--- src/rtl/loss_batch_ctrl_if.sv ---
// Handshake and result bundle between the batch controller and its neighbours:
// the training top FSM (start/abort/busy/done/results) and the loss unit
// (forward request, prediction valid, loss enable, registered loss).
// The slave modport is the controller's view; master is the surrounding logic.
interface loss_batch_ctrl_if #(
    parameter int IDX_W  = 3,
    parameter int LOSS_W = 46,
    parameter int ACC_W  = 49
);
    logic              start_i;
    logic              abort_i;
    logic              fwd_req_o;
    logic              fwd_valid_i;
    logic              loss_en_o;
    logic [LOSS_W-1:0] loss_i;
    logic [IDX_W-1:0]  sample_idx_o;
    logic              busy_o;
    logic              done_o;
    logic              ovf_o;
    logic [ACC_W-1:0]  batch_loss_o;
    logic [ACC_W-1:0]  batch_mean_o;

    modport slave (
        input  start_i,
        input  abort_i,
        input  fwd_valid_i,
        input  loss_i,
        output fwd_req_o,
        output loss_en_o,
        output sample_idx_o,
        output busy_o,
        output done_o,
        output ovf_o,
        output batch_loss_o,
        output batch_mean_o
    );

    modport master (
        output start_i,
        output abort_i,
        output fwd_valid_i,
        output loss_i,
        input  fwd_req_o,
        input  loss_en_o,
        input  sample_idx_o,
        input  busy_o,
        input  done_o,
        input  ovf_o,
        input  batch_loss_o,
        input  batch_mean_o
    );
endinterface

--- src/rtl/loss_batch_ctrl.sv ---
// Batch sequencer for the squared-error loss unit. Steps through the samples
// of one batch, requests a forward pass for each, enables the loss unit when
// the prediction arrives, and sums the registered per-sample loss into a
// saturating accumulator. Reports the batch sum and the truncated mean.
module loss_batch_ctrl #(
    parameter int BATCH_N = 8,
    parameter int IDX_W   = 3,
    parameter int LOSS_W  = 46,
    parameter int ACC_W   = 49
) (
    input  logic               clk_i,
    input  logic               rst_i,
    loss_batch_ctrl_if.slave   bus
);

    localparam logic [1:0] ST_IDLE = 2'd0;
    localparam logic [1:0] ST_REQ  = 2'd1;
    localparam logic [1:0] ST_ACC  = 2'd2;
    localparam logic [1:0] ST_DONE = 2'd3;

    localparam logic [IDX_W-1:0] LAST_IDX = IDX_W'(BATCH_N - 1);

    logic [1:0]       state_q,  state_d;
    logic [IDX_W-1:0] sampleIdx_q, sampleIdx_d;
    logic [ACC_W-1:0] acc_q,    acc_d;
    logic             ovf_q,    ovf_d;
    logic             fwdReq_q, fwdReq_d;

    // One extra bit on the sum exposes the carry that signals saturation.
    logic [ACC_W:0]   accSum;

    // Widened add of the current accumulator and the zero-extended loss.
    always_comb begin
        accSum = {1'b0, acc_q} + {{(ACC_W + 1 - LOSS_W){1'b0}}, bus.loss_i};
    end

    // Next-state logic: abort beats everything, start only counts in IDLE,
    // prediction-valid only counts in REQ.
    always_comb begin
        state_d     = state_q;
        sampleIdx_d = sampleIdx_q;
        acc_d       = acc_q;
        ovf_d       = ovf_q;
        fwdReq_d    = fwdReq_q;

        case (state_q)
            ST_IDLE: begin
                if (bus.start_i && !bus.abort_i) begin
                    state_d     = ST_REQ;
                    sampleIdx_d = '0;
                    acc_d       = '0;
                    ovf_d       = 1'b0;
                    fwdReq_d    = 1'b1;
                end
            end
            ST_REQ: begin
                if (bus.abort_i) begin
                    state_d  = ST_IDLE;
                    fwdReq_d = 1'b0;
                end else if (bus.fwd_valid_i) begin
                    state_d  = ST_ACC;
                    fwdReq_d = 1'b0;
                end
            end
            ST_ACC: begin
                if (bus.abort_i) begin
                    state_d  = ST_IDLE;
                    fwdReq_d = 1'b0;
                end else begin
                    if (accSum[ACC_W]) begin
                        acc_d = '1;
                        ovf_d = 1'b1;
                    end else begin
                        acc_d = accSum[ACC_W-1:0];
                    end
                    if (sampleIdx_q == LAST_IDX) begin
                        state_d = ST_DONE;
                    end else begin
                        sampleIdx_d = sampleIdx_q + IDX_W'(1);
                        state_d     = ST_REQ;
                        fwdReq_d    = 1'b1;
                    end
                end
            end
            default: begin
                state_d  = ST_IDLE;
                fwdReq_d = 1'b0;
            end
        endcase
    end

    // State and datapath registers; async active-low reset clears everything.
    always_ff @(posedge clk_i or negedge rst_i) begin
        if (!rst_i) begin
            state_q     <= ST_IDLE;
            sampleIdx_q <= '0;
            acc_q       <= '0;
            ovf_q       <= 1'b0;
            fwdReq_q    <= 1'b0;
        end else begin
            state_q     <= state_d;
            sampleIdx_q <= sampleIdx_d;
            acc_q       <= acc_d;
            ovf_q       <= ovf_d;
            fwdReq_q    <= fwdReq_d;
        end
    end

    // Output decode; loss enable is combinational so the loss unit can
    // capture its result on the same edge that moves us into ACC.
    always_comb begin
        bus.fwd_req_o    = fwdReq_q;
        bus.loss_en_o    = (state_q == ST_REQ) & bus.fwd_valid_i & ~bus.abort_i;
        bus.sample_idx_o = sampleIdx_q;
        bus.busy_o       = (state_q != ST_IDLE);
        bus.done_o       = (state_q == ST_DONE);
        bus.ovf_o        = ovf_q;
        bus.batch_loss_o = acc_q;
        bus.batch_mean_o = acc_q >> IDX_W;
    end

endmodule

--- src/flat_wrapper.sv ---
// flat-port wrapper written by rule: the top's interface ports become plain ports
module loss_batch_ctrl_flat 
#(
    parameter int BATCH_N = 8,
    parameter int IDX_W   = 3,
    parameter int LOSS_W  = 46,
    parameter int ACC_W   = 49
)
  (clk_i, rst_i, bus_start_i, bus_abort_i, bus_fwd_valid_i, bus_loss_i, bus_fwd_req_o, bus_loss_en_o, bus_sample_idx_o, bus_busy_o, bus_done_o, bus_ovf_o, bus_batch_loss_o, bus_batch_mean_o);
  loss_batch_ctrl_if #(.IDX_W(IDX_W), .LOSS_W(LOSS_W), .ACC_W(ACC_W)) bus_i ();
  input  logic clk_i;
  input  logic rst_i;
  input wire logic [$bits(bus_i.start_i)-1:0] bus_start_i;
  input wire logic [$bits(bus_i.abort_i)-1:0] bus_abort_i;
  input wire logic [$bits(bus_i.fwd_valid_i)-1:0] bus_fwd_valid_i;
  input wire logic [$bits(bus_i.loss_i)-1:0] bus_loss_i;
  output wire logic [$bits(bus_i.fwd_req_o)-1:0] bus_fwd_req_o;
  output wire logic [$bits(bus_i.loss_en_o)-1:0] bus_loss_en_o;
  output wire logic [$bits(bus_i.sample_idx_o)-1:0] bus_sample_idx_o;
  output wire logic [$bits(bus_i.busy_o)-1:0] bus_busy_o;
  output wire logic [$bits(bus_i.done_o)-1:0] bus_done_o;
  output wire logic [$bits(bus_i.ovf_o)-1:0] bus_ovf_o;
  output wire logic [$bits(bus_i.batch_loss_o)-1:0] bus_batch_loss_o;
  output wire logic [$bits(bus_i.batch_mean_o)-1:0] bus_batch_mean_o;
  assign bus_i.start_i = bus_start_i;
  assign bus_i.abort_i = bus_abort_i;
  assign bus_i.fwd_valid_i = bus_fwd_valid_i;
  assign bus_i.loss_i = bus_loss_i;
  assign bus_fwd_req_o = bus_i.fwd_req_o;
  assign bus_loss_en_o = bus_i.loss_en_o;
  assign bus_sample_idx_o = bus_i.sample_idx_o;
  assign bus_busy_o = bus_i.busy_o;
  assign bus_done_o = bus_i.done_o;
  assign bus_ovf_o = bus_i.ovf_o;
  assign bus_batch_loss_o = bus_i.batch_loss_o;
  assign bus_batch_mean_o = bus_i.batch_mean_o;
  loss_batch_ctrl #(.BATCH_N(BATCH_N), .IDX_W(IDX_W), .LOSS_W(LOSS_W), .ACC_W(ACC_W)) u_core (.clk_i(clk_i), .rst_i(rst_i), .bus(bus_i));
endmodule
--- config.mk ---
export PLATFORM = sky130hd
export DESIGN_NAME = loss_batch_ctrl_flat
export DESIGN_NICKNAME = d
export VERILOG_FILES = /design/src/rtl/loss_batch_ctrl_if.sv /design/src/rtl/loss_batch_ctrl.sv /design/src/flat_wrapper.sv
export SDC_FILE = /design/constraint.sdc
export NUM_CORES = 1
export LEC_CHECK = 0
export CAP_MARGIN = 0
export CORE_MARGIN = 2
export CORE_UTILIZATION = 47
export CTS_CLUSTER_DIAMETER = 120
export DETAILED_ROUTE_END_ITERATION = 10
export GPL_ROUTABILITY_DRIVEN = 0
export PLACE_DENSITY = 0.79
export SLEW_MARGIN = 5
export SYNTH_ARGS = -nofsm -noshare
export SYNTH_HDL_FRONTEND = slang
export SYNTH_SLANG_ARGS = --single-unit
--- constraint.sdc ---
create_clock -name clk_i -period 3.7 [get_ports clk_i]
set_input_delay 0.555 -clock clk_i [delete_from_list [all_inputs] [get_ports clk_i]]
set_output_delay 0.555 -clock clk_i [all_outputs]
set_load 0.1 [all_outputs]
==> flow_summary.toml <==
[outcome]
outcome = "completed"

[global_routing]
grt_pass1_wl_um = 25790
grt.met1_usage_pct = 31.22
use_met2_pct = 41.36
antenna_found_initial = 0
busiest_layer = "met2"
gr-total-overflow = 0
grt_pass1_vias = 5489
met3_usage_pct = 3.135
grt_usage_pct = 23.89
grt_max_degree = 44

[floorplan]
num_rows = 40
io_pins = 157
start_util_pct = 47.57
die_w_um = 113.6
dieArea_um2 = 12900
core-area_um2 = 11860
die_h_um = 113.6

[yosys]
synth-async-reset-ratio_pct = 100.0
synth.distinct_cells = 81
yosys_warnings = 0
synth_top_flop_cell = "dfrtp_1"
synth_top_cell_by_area = "dfrtp_1"
synthTopCellsByArea = "dfrtp_1, ha_1, nand2_1"
ys_seq_area_share_pct = 24.83
synth_cells = 717
synth.avg_cell_area_um2 = 7.870
synth_edf_count = 0
synth_top_area_share_pct = 24.83
synth_seq_cells = 56
syn_area_um2 = 5643

[worst_hold_path]
hold_path.class = "in -> async"

[setup_path]
critPathMaxStageDelay_ns = 0.46
critical_path_class = "in -> reg"
cp-start-kind = "input port"
critPathSlowestCell = "clkdlybuf4s50_1"
r2r_setup_slack_ns = 0.58
worstPathCellList = "clkdlybuf4s50_1 > ha_1 > inv_1 > fa_1 > nand2b_1 > a21oi_1 > o21ai_1 > o21ai_1 > o2111ai_1 > nand4_1 > a31oi_2 > o31ai_2 > nor2b_1 > o211ai_1"
critPathArrivalTime_ns = 3.60
cp_common_cell = "o21ai_1"
path_buf_inv = 2
crit_path_end_kind = "flip-flop"
cp.required_ns = 3.88
cp_max_fo = 4
critPathTopFamily = "compound AO/OA/AOI/OAI gates"

[finish]
drive_above_1_share_pct = 7.000
antenna_cells = 0
fin_area_um2 = 7003
final_cell_mix = "clkdlybuf4s50_1, nand2_1, a21oi_1"
syn_to_final_growth_pct = 24.10
final_nets = 899
final_common_cell = "clkdlybuf4s50_1"

[sta]
report.final.setup_viol = 0
finalHoldViolCount = 0
worst_pin_slew_ns = 1.005
tns_ns = 0
period_minus_slack_ns = 3.415
maxSlewViolCount = 0
fin_crit_sh_pct = 92.30
rsz0062_at_grt = "no"
fin_skew_ns = 0.01016
worst_slew_margin_rel_pct = 32.78
fmax_ghz = 0.2928

[detailed_routing]
drtAntennaViolNets = 0
routed_wl_um = 15630
wl_per_cell_um = 16.50
first_pass_iters = 6
drt_iter0_drc = 349
vias_per_cell = 5.893
vias = 5581
drc = 0

[cts]
clk_pin_slew_ns = 0.08
clock-sinks = 56
cts_tree = "done"
cts_buffers = 5
cts_buffer_depth = 2
cts-root-buf = "clkbuf_16"
cts-htree-levels = 2
postCtsSetupBuffers = 0
cts_resized = 0
cts_hold_buf = 0
clock_latency_ns = 0.31

[pwr]
max-vdd-ir-drop_uv = 191.4
power_leakage_uw = 0.003164
power.density_nw_per_um2 = 354.5

[placement]
dpl_cell_area_um2 = 6849
post-dp-hpwl_um = 11960
io_buffers = 153

[job]
cap_violations = 0
logic make-up (layout without fill, tap and decap cells):
group           count (synthesis)  in the layout  share of synthesized area [%]
compound gates                237            237                          27.18
xor+xnor                       36             36                          5.588
fa+ha+maj                      49             49                          11.00
buf+inv                       103            184                          11.31
flops                          56             56                          24.83
mux                             2              2                         0.3769
other cells                     1              3                        0.06646
simple gates                  233            233                          19.65
state kept, by name, indices dropped and copies added (netlist names):
register	cells
u_core.bus.batch_loss_o	49
u_core.bus.fwd_req_o	1
u_core.state_q	2
u_core.bus.ovf_o	1
u_core.bus.sample_idx_o	3
cell type report:
type                    instances  area (um2)
clock inverters                 2       15.01
clock buffers                   6       138.9
inverters                      15       56.30
fillers                      1081        4858
flip-flops and latches         56        1401
multi-input cells             560        3628
repair buffers                161        1579
well taps                     147       183.9
synthesized netlist by cell type (6+ instances only):
master	n
a31oi_1	9
o21ai_1	20
o21ai_0	55
a21oi_1	65
nor2b_1	7
buf_6	7
nand2b_1	6
dfrtp_1	56
nand2_1	122
nor2_1	32
ha_1	48
xnor2_1	25
buf_2	9
a22o_1	6
buf_4	49
nand3_1	12
nor3_1	6
a21o_1	19
xor2_1	11
nand4_1	14
o21bai_1	12
clkbuf_1	19
inv_1	15
a21oi_2	8
where the power goes:
group	total (uW)	switching, uW	internal, uW
Clock	513	243	271
Combinational	1270	909	364
Sequential	697	47.4	649
Total	2480	1200	1280
through the flow:
stage | power (uW) | utilization [%] | hold WS (ns) | setup slack (ns) | instances
after floorplan | 1711 | - | 0.2594 | 0.2826 | 719
after global placement | 1948 | 57.74 | 0.4846 | 0.1453 | 939
after detailed placement | 1968 | 57.74 | 0.5194 | 0.02316 | 939
after CTS | 2482 | 59.04 | 0.2726 | 0.3234 | 947
after global routing | 2585 | 59.04 | 0.3058 | 0.08412 | 947
final | 2483 | 59.04 | 0.2469 | 0.2848 | 947
per-layer routing:
layer | part of all wire (%) | vias up
met4 | 1.7 | 0
met2 | 49 | 249
met3 | 6.4 | 24
met5 | 0 | -
li1 | - | 2659
met1 | 43 | 2649
path summary, 6_finish.rpt:
| check | to | cells after the start | from |
|---|---|---|---|
| max | u_core.bus.batch_loss_o[48]$_DFFE_PN0P_ | 14 | bus_loss_i[0] |
| max in group asynchronous | u_core.bus.batch_loss_o[14]$_DFFE_PN0P_ | 2 | rst_i |
| max reg2reg | u_core.bus.batch_loss_o[48]$_DFFE_PN0P_ | 13 | u_core.bus.batch_loss_o[0]$_DFFE_PN0P_ |
| min | u_core.bus.batch_loss_o[42]$_DFFE_PN0P_ | 1 | rst_i |
| min in group clk_i | u_core.bus.batch_loss_o[18]$_DFFE_PN0P_ | 2 | u_core.bus.batch_loss_o[18]$_DFFE_PN0P_ |
| min reg2reg | u_core.bus.batch_loss_o[18]$_DFFE_PN0P_ | 2 | u_core.bus.batch_loss_o[18]$_DFFE_PN0P_ |
Note: power is estimated with default switching activity, not from simulation.
